**src/rtl/mtsp_mem_queue_if.sv**
```systemverilog
// Memory-queue port bundle: core request side, local-memory bus side,
// extended-write return side and sticky error flags.
// Optional MTSP_MEMQ_PERF_EN adds the PERF_STALL_CNT stall counter output.
interface mtsp_mem_queue_if #(
    parameter int unsigned MEMID_W = 2,
    parameter int unsigned GPR_W   = 8,
    parameter int unsigned ADDR_W  = 16
);
    // core EX0 memory port
    logic [MEMID_W-1:0] MEM_nEN;
    logic               MEM_WRITE;
    logic [31:0]        MEM_ADDR;
    logic [GPR_W-1:0]   MEM_SRC;
    logic [127:0]       MEM_DATA_0;
    logic               MEM_STALL;

    // local memory req/grant bus
    logic               BUS_REQ;
    logic               BUS_WRITE;
    logic [ADDR_W-1:0]  BUS_ADDR;
    logic [127:0]       BUS_WDATA;
    logic               BUS_GRANT;
    logic               BUS_RVALID;
    logic [127:0]       BUS_RDATA;

    // core EW1 extended-write port
    logic               EW_nEN;
    logic [3:0]         EW_MASK;
    logic [GPR_W-1:0]   EW_ADDR;
    logic [127:0]       EW_DATA;

    // sticky error flags
    logic               ERR_OVF;
    logic               ERR_UNEXP;

`ifdef MTSP_MEMQ_PERF_EN
    logic [31:0]        PERF_STALL_CNT;
`else
    // no performance counter in this build
`endif

    // queue side
    modport slave (
        input  MEM_nEN, MEM_WRITE, MEM_ADDR, MEM_SRC, MEM_DATA_0,
        input  BUS_GRANT, BUS_RVALID, BUS_RDATA,
        output MEM_STALL,
        output BUS_REQ, BUS_WRITE, BUS_ADDR, BUS_WDATA,
        output EW_nEN, EW_MASK, EW_ADDR, EW_DATA,
        output ERR_OVF, ERR_UNEXP
`ifdef MTSP_MEMQ_PERF_EN
        , output PERF_STALL_CNT
`endif
    );

    // environment side (core + memory)
    modport master (
        output MEM_nEN, MEM_WRITE, MEM_ADDR, MEM_SRC, MEM_DATA_0,
        output BUS_GRANT, BUS_RVALID, BUS_RDATA,
        input  MEM_STALL,
        input  BUS_REQ, BUS_WRITE, BUS_ADDR, BUS_WDATA,
        input  EW_nEN, EW_MASK, EW_ADDR, EW_DATA,
        input  ERR_OVF, ERR_UNEXP
`ifdef MTSP_MEMQ_PERF_EN
        , input PERF_STALL_CNT
`endif
    );
endinterface

```
**src/rtl/mtsp_mem_queue.sv**
```systemverilog
// Memory request queue downstream of the core EX0 memory port.
// Buffers requests in a FIFO, issues them in order on a req/grant bus,
// tracks outstanding reads in a tag FIFO and returns read data on EW1.
// Optional MTSP_MEMQ_PERF_EN adds a saturating MEM_STALL cycle counter.
module mtsp_mem_queue #(
    parameter int unsigned MEM_ID   = 0,
    parameter int unsigned MEMID_W  = 2,
    parameter int unsigned DEPTH    = 4,
    parameter int unsigned RD_DEPTH = 4,
    parameter int unsigned SKID     = 2,
    parameter int unsigned GPR_W    = 8,
    parameter int unsigned ADDR_W   = 16
) (
    input  logic              CLK,
    input  logic              nRST,
    mtsp_mem_queue_if.slave   mq
);

    localparam int unsigned PTR_W    = (DEPTH > 1) ? $clog2(DEPTH) : 1;
    localparam int unsigned CNT_W    = $clog2(DEPTH) + 1;
    localparam int unsigned TPTR_W   = (RD_DEPTH > 1) ? $clog2(RD_DEPTH) : 1;
    localparam int unsigned TCNT_W   = $clog2(RD_DEPTH) + 1;
    localparam int unsigned STALL_TH = DEPTH - SKID;
    localparam logic [MEMID_W-1:0] ID_MASK = MEMID_W'(1) << MEM_ID;

    typedef struct packed {
        logic              write;
        logic [ADDR_W-1:0] addr;
        logic [GPR_W-1:0]  src;
        logic [127:0]      data;
    } req_t;

    // request FIFO
    req_t              fifo_mem [DEPTH];
    logic [PTR_W-1:0]  wr_ptr;
    logic [PTR_W-1:0]  rd_ptr;
    logic [CNT_W-1:0]  count;
    logic [CNT_W-1:0]  count_next;

    // outstanding-read tag FIFO
    logic [GPR_W-1:0]  tag_mem [RD_DEPTH];
    logic [TPTR_W-1:0] tag_wr_ptr;
    logic [TPTR_W-1:0] tag_rd_ptr;
    logic [TCNT_W-1:0] tag_count;
    logic [TCNT_W-1:0] tag_count_next;

    // registered outputs
    logic              mem_stall;
    logic              ew_n_en;
    logic [3:0]        ew_mask;
    logic [GPR_W-1:0]  ew_addr;
    logic [127:0]      ew_data;
    logic              err_ovf;
    logic              err_unexp;

    // per-cycle control strobes
    req_t              head;
    logic              empty;
    logic              full;
    logic              tag_empty;
    logic              tag_full;
    logic              rdblk;
    logic              bus_req_c;
    logic              push_req;
    logic              push;
    logic              pop;
    logic              ovf_evt;
    logic              tag_push;
    logic              tag_pop;
    logic              unexp_evt;

    // upper address bits and foreign enable bits are not consumed here
    logic              unused_bits;
    assign unused_bits = ^{mq.MEM_ADDR[31:ADDR_W], mq.MEM_nEN};

    assign head = fifo_mem[rd_ptr];

    // decode push/pop/tag events for this cycle
    always_comb begin
        empty          = 1'b0;
        full           = 1'b0;
        tag_empty      = 1'b0;
        tag_full       = 1'b0;
        rdblk          = 1'b0;
        bus_req_c      = 1'b0;
        push_req       = 1'b0;
        push           = 1'b0;
        pop            = 1'b0;
        ovf_evt        = 1'b0;
        tag_push       = 1'b0;
        tag_pop        = 1'b0;
        unexp_evt      = 1'b0;
        count_next     = count;
        tag_count_next = tag_count;

        empty     = (count == '0);
        full      = (count == CNT_W'(DEPTH));
        tag_empty = (tag_count == '0);
        tag_full  = (tag_count == TCNT_W'(RD_DEPTH));

        // a read at the head cannot issue while no tag slot is free
        rdblk     = !head.write && tag_full;
        bus_req_c = !empty && !rdblk;
        pop       = bus_req_c && mq.BUS_GRANT;

        // a push into a full FIFO is accepted when the head leaves this cycle
        push_req  = |(ID_MASK & ~mq.MEM_nEN);
        push      = push_req && (!full || pop);
        ovf_evt   = push_req && full && !pop;

        tag_push  = pop && !head.write;
        tag_pop   = mq.BUS_RVALID && !tag_empty;
        unexp_evt = mq.BUS_RVALID && tag_empty;

        count_next     = count + CNT_W'(push) - CNT_W'(pop);
        tag_count_next = tag_count + TCNT_W'(tag_push) - TCNT_W'(tag_pop);
    end

    // request FIFO storage; contents are qualified by count so no reset
    always_ff @(posedge CLK) begin
        if (push) begin
            fifo_mem[wr_ptr] <= '{write: mq.MEM_WRITE,
                                   addr:  mq.MEM_ADDR[ADDR_W-1:0],
                                   src:   mq.MEM_SRC,
                                   data:  mq.MEM_DATA_0};
        end
    end

    // request FIFO pointers and occupancy
    always_ff @(posedge CLK or negedge nRST) begin
        if (!nRST) begin
            wr_ptr <= '0;
            rd_ptr <= '0;
            count  <= '0;
        end else begin
            if (push) begin
                wr_ptr <= wr_ptr + PTR_W'(1);
            end
            if (pop) begin
                rd_ptr <= rd_ptr + PTR_W'(1);
            end
            count <= count_next;
        end
    end

    // tag FIFO storage; holds destination GPR of each issued read
    always_ff @(posedge CLK) begin
        if (tag_push) begin
            tag_mem[tag_wr_ptr] <= head.src;
        end
    end

    // tag FIFO pointers and occupancy
    always_ff @(posedge CLK or negedge nRST) begin
        if (!nRST) begin
            tag_wr_ptr <= '0;
            tag_rd_ptr <= '0;
            tag_count  <= '0;
        end else begin
            if (tag_push) begin
                tag_wr_ptr <= (tag_wr_ptr == TPTR_W'(RD_DEPTH - 1)) ? '0 : tag_wr_ptr + TPTR_W'(1);
            end
            if (tag_pop) begin
                tag_rd_ptr <= (tag_rd_ptr == TPTR_W'(RD_DEPTH - 1)) ? '0 : tag_rd_ptr + TPTR_W'(1);
            end
            tag_count <= tag_count_next;
        end
    end

    // stall once occupancy reaches the skid threshold; skid absorbs the latency
    always_ff @(posedge CLK or negedge nRST) begin
        if (!nRST) begin
            mem_stall <= 1'b0;
        end else begin
            mem_stall <= (count_next >= CNT_W'(STALL_TH));
        end
    end

    // read return onto the extended-write port, one cycle after RVALID
    always_ff @(posedge CLK or negedge nRST) begin
        if (!nRST) begin
            ew_n_en <= 1'b1;
            ew_mask <= '0;
            ew_addr <= '0;
            ew_data <= '0;
        end else begin
            ew_n_en <= !tag_pop;
            if (tag_pop) begin
                ew_mask <= 4'b1111;
                ew_addr <= tag_mem[tag_rd_ptr];
                ew_data <= mq.BUS_RDATA;
            end
        end
    end

    // sticky error flags
    always_ff @(posedge CLK or negedge nRST) begin
        if (!nRST) begin
            err_ovf   <= 1'b0;
            err_unexp <= 1'b0;
        end else begin
            if (ovf_evt) begin
                err_ovf <= 1'b1;
            end
            if (unexp_evt) begin
                err_unexp <= 1'b1;
            end
        end
    end

`ifdef MTSP_MEMQ_PERF_EN
    logic [31:0] perf_cnt;

    // saturating count of stalled cycles
    always_ff @(posedge CLK or negedge nRST) begin
        if (!nRST) begin
            perf_cnt <= '0;
        end else if (mem_stall && (perf_cnt != '1)) begin
            perf_cnt <= perf_cnt + 32'd1;
        end
    end

    assign mq.PERF_STALL_CNT = perf_cnt;
`else
    // stall counter not present in this build
`endif

    // bus side is driven straight from the FIFO head; zero while empty
    assign mq.BUS_REQ   = bus_req_c;
    assign mq.BUS_WRITE = !empty && head.write;
    assign mq.BUS_ADDR  = empty ? '0 : head.addr;
    assign mq.BUS_WDATA = empty ? '0 : head.data;

    assign mq.MEM_STALL = mem_stall;
    assign mq.EW_nEN    = ew_n_en;
    assign mq.EW_MASK   = ew_mask;
    assign mq.EW_ADDR   = ew_addr;
    assign mq.EW_DATA   = ew_data;
    assign mq.ERR_OVF   = err_ovf;
    assign mq.ERR_UNEXP = err_unexp;

endmodule

```
**src/flat_wrapper.sv**
```systemverilog
// flat-port wrapper written by rule: the top's interface ports become plain ports
module mtsp_mem_queue_flat 
#(
    parameter int unsigned MEM_ID   = 0,
    parameter int unsigned MEMID_W  = 2,
    parameter int unsigned DEPTH    = 4,
    parameter int unsigned RD_DEPTH = 4,
    parameter int unsigned SKID     = 2,
    parameter int unsigned GPR_W    = 8,
    parameter int unsigned ADDR_W   = 16
)
  (CLK, nRST, mq_MEM_nEN, mq_MEM_WRITE, mq_MEM_ADDR, mq_MEM_SRC, mq_MEM_DATA_0, mq_BUS_GRANT, mq_BUS_RVALID, mq_BUS_RDATA, mq_MEM_STALL, mq_BUS_REQ, mq_BUS_WRITE, mq_BUS_ADDR, mq_BUS_WDATA, mq_EW_nEN, mq_EW_MASK, mq_EW_ADDR, mq_EW_DATA, mq_ERR_OVF, mq_ERR_UNEXP);
  mtsp_mem_queue_if #(.MEMID_W(MEMID_W), .GPR_W(GPR_W), .ADDR_W(ADDR_W)) mq_i ();
  input  logic CLK;
  input  logic nRST;
  input wire logic [$bits(mq_i.MEM_nEN)-1:0] mq_MEM_nEN;
  input wire logic [$bits(mq_i.MEM_WRITE)-1:0] mq_MEM_WRITE;
  input wire logic [$bits(mq_i.MEM_ADDR)-1:0] mq_MEM_ADDR;
  input wire logic [$bits(mq_i.MEM_SRC)-1:0] mq_MEM_SRC;
  input wire logic [$bits(mq_i.MEM_DATA_0)-1:0] mq_MEM_DATA_0;
  input wire logic [$bits(mq_i.BUS_GRANT)-1:0] mq_BUS_GRANT;
  input wire logic [$bits(mq_i.BUS_RVALID)-1:0] mq_BUS_RVALID;
  input wire logic [$bits(mq_i.BUS_RDATA)-1:0] mq_BUS_RDATA;
  output wire logic [$bits(mq_i.MEM_STALL)-1:0] mq_MEM_STALL;
  output wire logic [$bits(mq_i.BUS_REQ)-1:0] mq_BUS_REQ;
  output wire logic [$bits(mq_i.BUS_WRITE)-1:0] mq_BUS_WRITE;
  output wire logic [$bits(mq_i.BUS_ADDR)-1:0] mq_BUS_ADDR;
  output wire logic [$bits(mq_i.BUS_WDATA)-1:0] mq_BUS_WDATA;
  output wire logic [$bits(mq_i.EW_nEN)-1:0] mq_EW_nEN;
  output wire logic [$bits(mq_i.EW_MASK)-1:0] mq_EW_MASK;
  output wire logic [$bits(mq_i.EW_ADDR)-1:0] mq_EW_ADDR;
  output wire logic [$bits(mq_i.EW_DATA)-1:0] mq_EW_DATA;
  output wire logic [$bits(mq_i.ERR_OVF)-1:0] mq_ERR_OVF;
  output wire logic [$bits(mq_i.ERR_UNEXP)-1:0] mq_ERR_UNEXP;
  assign mq_i.MEM_nEN = mq_MEM_nEN;
  assign mq_i.MEM_WRITE = mq_MEM_WRITE;
  assign mq_i.MEM_ADDR = mq_MEM_ADDR;
  assign mq_i.MEM_SRC = mq_MEM_SRC;
  assign mq_i.MEM_DATA_0 = mq_MEM_DATA_0;
  assign mq_i.BUS_GRANT = mq_BUS_GRANT;
  assign mq_i.BUS_RVALID = mq_BUS_RVALID;
  assign mq_i.BUS_RDATA = mq_BUS_RDATA;
  assign mq_MEM_STALL = mq_i.MEM_STALL;
  assign mq_BUS_REQ = mq_i.BUS_REQ;
  assign mq_BUS_WRITE = mq_i.BUS_WRITE;
  assign mq_BUS_ADDR = mq_i.BUS_ADDR;
  assign mq_BUS_WDATA = mq_i.BUS_WDATA;
  assign mq_EW_nEN = mq_i.EW_nEN;
  assign mq_EW_MASK = mq_i.EW_MASK;
  assign mq_EW_ADDR = mq_i.EW_ADDR;
  assign mq_EW_DATA = mq_i.EW_DATA;
  assign mq_ERR_OVF = mq_i.ERR_OVF;
  assign mq_ERR_UNEXP = mq_i.ERR_UNEXP;
  mtsp_mem_queue #(.MEM_ID(MEM_ID), .MEMID_W(MEMID_W), .DEPTH(DEPTH), .RD_DEPTH(RD_DEPTH), .SKID(SKID), .GPR_W(GPR_W), .ADDR_W(ADDR_W)) u_core (.CLK(CLK), .nRST(nRST), .mq(mq_i));
endmodule
```
**config.mk**
```make
export PLATFORM = sky130hd
export DESIGN_NAME = mtsp_mem_queue_flat
export DESIGN_NICKNAME = d
export VERILOG_FILES = /design/src/rtl/mtsp_mem_queue_if.sv /design/src/rtl/mtsp_mem_queue.sv /design/src/flat_wrapper.sv
export SDC_FILE = /design/constraint.sdc
export NUM_CORES = 1
export LEC_CHECK = 0
export BUFFER_PORTS_ARGS = -buffer_cell sky130_fd_sc_hd__buf_4
export CAP_MARGIN = 25
export CORE_UTILIZATION = 57
export CTS_BUF_LIST = sky130_fd_sc_hd__clkbuf_2 sky130_fd_sc_hd__clkbuf_4 sky130_fd_sc_hd__clkbuf_8
export CTS_CLUSTER_SIZE = 14
export DETAILED_ROUTE_END_ITERATION = 7
export PLACE_DENSITY = 0.9
export SYNTH_ARGS = -nofsm -noshare
export SYNTH_HDL_FRONTEND = slang
export SYNTH_SLANG_ARGS = --single-unit
export TNS_END_PERCENT = 5
```
**constraint.sdc**
```tcl
create_clock -name CLK -period 6.1 [get_ports CLK]
set_clock_uncertainty 0.1 [all_clocks]
set_input_delay 1.525 -clock CLK [delete_from_list [all_inputs] [get_ports CLK]]
set_output_delay 1.525 -clock CLK [all_outputs]
set_load 0.005 [all_outputs]
```
==> impl_metrics.env <==
export IMPL_status="finished clean"
export IMPL_grt_pass1_vias=17807
export IMPL_die_area_um2=54000
export IMPL_cts_reportedPaths_clkPinSlew_ns=0.06
export IMPL_dpl_hpwl_um=47100
export IMPL_synthToLayoutAreaGrowth_pct=25.7
export IMPL_dr_first_iter_drc_count=1238
export IMPL_dieWidth_um=232
export IMPL_rsz0062_at_grt="no"
export IMPL_total_power_mw=18.8
export IMPL_ir_drop_v=0.000363
export IMPL_p_per_area_nw_per_um2=495
export IMPL_drt_wirelength_per_cell_um=24.3
export IMPL_fp_row_count=84
export IMPL_timing_final_crit_share=0.786
export IMPL_maxCapViolations=0
export IMPL_cp_arrival_ns=3.17
export IMPL_crit_chain="buf_4, mux4_2, nor2b_1, buf_4"
export IMPL_post_cts_buffers=0
export IMPL_layout_drive_gt1_share=0.417
export IMPL_drc_errors=0
export IMPL_synth_top_flop_cell="edfxtp_1"
export IMPL_worst_path_buf_inv=2
export IMPL_min_path_type="flop to flop"
export IMPL_max_freq_ghz=0.208
export IMPL_worst_path_max_fanout=36
export IMPL_post_cts_resized=0
export IMPL_synthDistinctLibCells=29
export IMPL_clock_sinks=799
export IMPL_synth_top_cell_by_area="edfxtp_1"
export IMPL_ff_latch_area_um2=23200
export IMPL_viasPerCell=5.57
export IMPL_grt_usage=0.276
export IMPL_grt_overflow_total=0
export IMPL_io_buffers=575
export IMPL_synth_cells=1654
export IMPL_ctsHtreeMaxLevel=4
export IMPL_worstMarginPinSlew_ns=1.06
export IMPL_wirelength_um=75200
export IMPL_ys_ff_latch=799
export IMPL_io_pins=593
export IMPL_antenna_found_initial=10
export IMPL_synth_edf_count=644
export IMPL_dr_pass1_iters=5
export IMPL_slowest_delay_ns=0.97
export IMPL_period_needed_ns=4.80
export IMPL_synth_top_cell_area_share=0.639
export IMPL_vias=17217
export IMPL_r2r_start="u_core.rd_ptr[0]$_DFFE_PN0N_"
export IMPL_holdPathEnd="u_core.mq.EW_DATA[53]$_DFFE_PN0P_"
export IMPL_multi_input_comb_area_um2=6600
export IMPL_r2r_worst_path_cells=9
export IMPL_yosysMostFrequentCell="edfxtp_1"
export IMPL_setup_tns_final_ns=0
export IMPL_numCtsBuffers=130
export IMPL_start_util=0.576
export IMPL_critPathCaptureType="output port"
export IMPL_core_area_um2=52600
export IMPL_place_congestion=0.942
export IMPL_setup_violations=0
export IMPL_clockRootBuffer="clkbuf_8"
export IMPL_postCtsHoldBufs=0
export IMPL_cp_top_family="flip-flops"
export IMPL_synth_common_cells="edfxtp_1 (644), nand2_1 (389), mux4_2 (161)"
export IMPL_grt_max_degree=108
export IMPL_crit_top_cell="buf_4"
export IMPL_slew_violations=0
export IMPL_yosys_top_cells_area="edfxtp_1 (64%), dfrtp_1 (13%), mux4_2 (12%), nand2_1 (4.8%), nor2b_1 (3.0%)"
export IMPL_final_nets=2619
export IMPL_path_class="flop to output port"
export IMPL_min_delay_start="u_core.mq.EW_DATA[53]$_DFFE_PN0P_"
export IMPL_cts_tree="built"
export IMPL_cpMaxStageDelayCell="dfrtp_4"
export IMPL_synthArstFlopShare=0.194
export IMPL_synth_warnings=0
export IMPL_holdPathStages=2
export IMPL_slew_headroom=0.293
export IMPL_synth_seq_area_share=0.767
export IMPL_worst_r2r_endpoint="u_core.mq.MEM_STALL$_DFF_PN0_"
export IMPL_regToRegSetupSlack_ns=2.40
export IMPL_clk_latency_ns=0.74
export IMPL_syn_avg_cell_area_um2=18.3
export IMPL_clockBufferDepth=3
export IMPL_synth_nets=1972
export IMPL_antenna_left=0
export IMPL_fillCellCount=2932
export IMPL_grt_pass1_wl_um=107000
export IMPL_start_kind="flop"
export IMPL_leakage_nw=15.0
export IMPL_die_y_um=232
export IMPL_hold_viol=0
export IMPL_worstPathRequired_ns=4.47
export IMPL_synth_area_um2=30300
-- worst register-to-register path, delay by kind of cell (launching register included) --
family                   cells  cell delay, ns
adder cells (fa/ha/maj)      3            0.89
AND/OR/NAND/NOR              1            0.27
flip-flops                   1            0.97
AO/OA/AOI/OAI                1            0.28
multiplexers                 1            0.72
XOR/XNOR                     2            0.31
buffers and inverters        1            0.04
-- placed cells by master (no fill, tap or decap), types with 2 or more instances in the layout --
master      synthesis  layout
mux4_2            161     161
and2_1              8       4
dfrtp_4             0       2
nor2_1              4       4
ha_1               13      13
inv_1              14      13
and2_4              0       4
clkinv_2            0      10
clkinvlp_4          0       7
xnor2_1             5       5
clkinv_1            0      15
edfxtp_1          644     644
diode_2             0       8
xor2_1              2       2
nand2_1           389     389
or3b_2              2       2
fa_1                2       2
inv_8               0       3
dfrtp_1           154     152
a21o_1              2       2
bufinv_16           0       5
buf_4              15     589
buf_12              0       8
buf_16              0       2
clkbuf_4            0      46
nor3_4              2       2
mux2_2             10      10
nor2b_1           145     145
nor3_1              3       2
clkbuf_8            0     139
-- layout make-up --
class	instances	area share
multi-input combinational	756	0.174
timing repair buffer	600	0.122
sequential	799	0.611
clock inverter	42	0.00948
tap	688	0.0226
clock buffer	185	0.0594
inverter	14	0.00145
antenna	8	0.000526
-- worst max-delay path by stage --
stage / startpoint / to / slack [ns] / cells after the start
floorplan: mq_BUS_GRANT / u_core.fifo_mem[2][0]$_DFFE_PP_ / 0.07 / 3
global placement: u_core.rd_ptr[0]$_DFFE_PN0N_ / mq_BUS_WDATA[75] / 2.01 / 4
detailed placement: u_core.rd_ptr[0]$_DFFE_PN0N_ / mq_BUS_WDATA[75] / 2.01 / 4
CTS: u_core.rd_ptr[0]$_DFFE_PN0N_ / mq_BUS_WDATA[43] / 1.14 / 4
global route: u_core.rd_ptr[0]$_DFFE_PN0N_ / mq_BUS_WDATA[43] / 1.06 / 4
finish: u_core.rd_ptr[0]$_DFFE_PN0N_ / mq_BUS_WDATA[43] / 1.30 / 4
-- through the flow --
step	utilization	hold WS (ns)	instance area [µm²]	setup slack, ns	instances
2_1_floorplan	-	0.351	30300	0.0662	1654
4_1_cts	0.722	0.377	38000	1.14	3082
5_1_grt	0.724	0.390	38000	1.06	3092
6_report	0.724	0.378	38000	1.30	3092
3_3_place_gp	0.672	0.341	35300	2.01	2855
3_5_place_dp	0.672	0.363	35300	2.01	2855
-- state kept, by name (all words and copies together), names as in the netlist, 2 cells and up --
register           flops
u_core.rd_ptr          2
u_core.wr_ptr          2
u_core.tag_mem        32
u_core.tag_rd_ptr      2
u_core.mq.EW_DATA    128
u_core.fifo_mem      612
u_core.tag_count       3
u_core.count           3
u_core.mq.EW_ADDR      8
u_core.tag_wr_ptr      2
-- power by group --
part	internal [mW]	switching (mW)	total, mW
sequential	7.28	0.593	7.88
combinational	3.19	3.08	6.28
clock	2.60	2.06	4.66
-- cells by family (layout without fill, tap and decap cells) --
| logic type | Yosys count | after routing | synth area share |
|---|---|---|---|
| buf+inv | 99 | 841 | 0.0154 |
| fa+ha+maj | 15 | 15 | 0.00670 |
| compound gates | 5 | 5 | 0.00128 |
| xor+xnor | 7 | 7 | 0.00203 |
| flops | 799 | 799 | 0.767 |
| other cells | 0 | 8 | 0 |
| simple gates | 557 | 557 | 0.0834 |
| mux | 172 | 172 | 0.124 |
-- per-layer routing --
| metal | up-vias | part of all wire | track usage |
|---|---|---|---|
| met2 | 828 | 0.52 | 0.465 |
| li1 | 7462 | - | - |
| met1 | 8719 | 0.33 | 0.294 |
| met5 | - | 0.00036 | 0 |
| met3 | 204 | 0.091 | 0.0995 |
| met4 | 4 | 0.057 | 0.180 |
No activity file was read; power rests on OpenSTA's default activity.
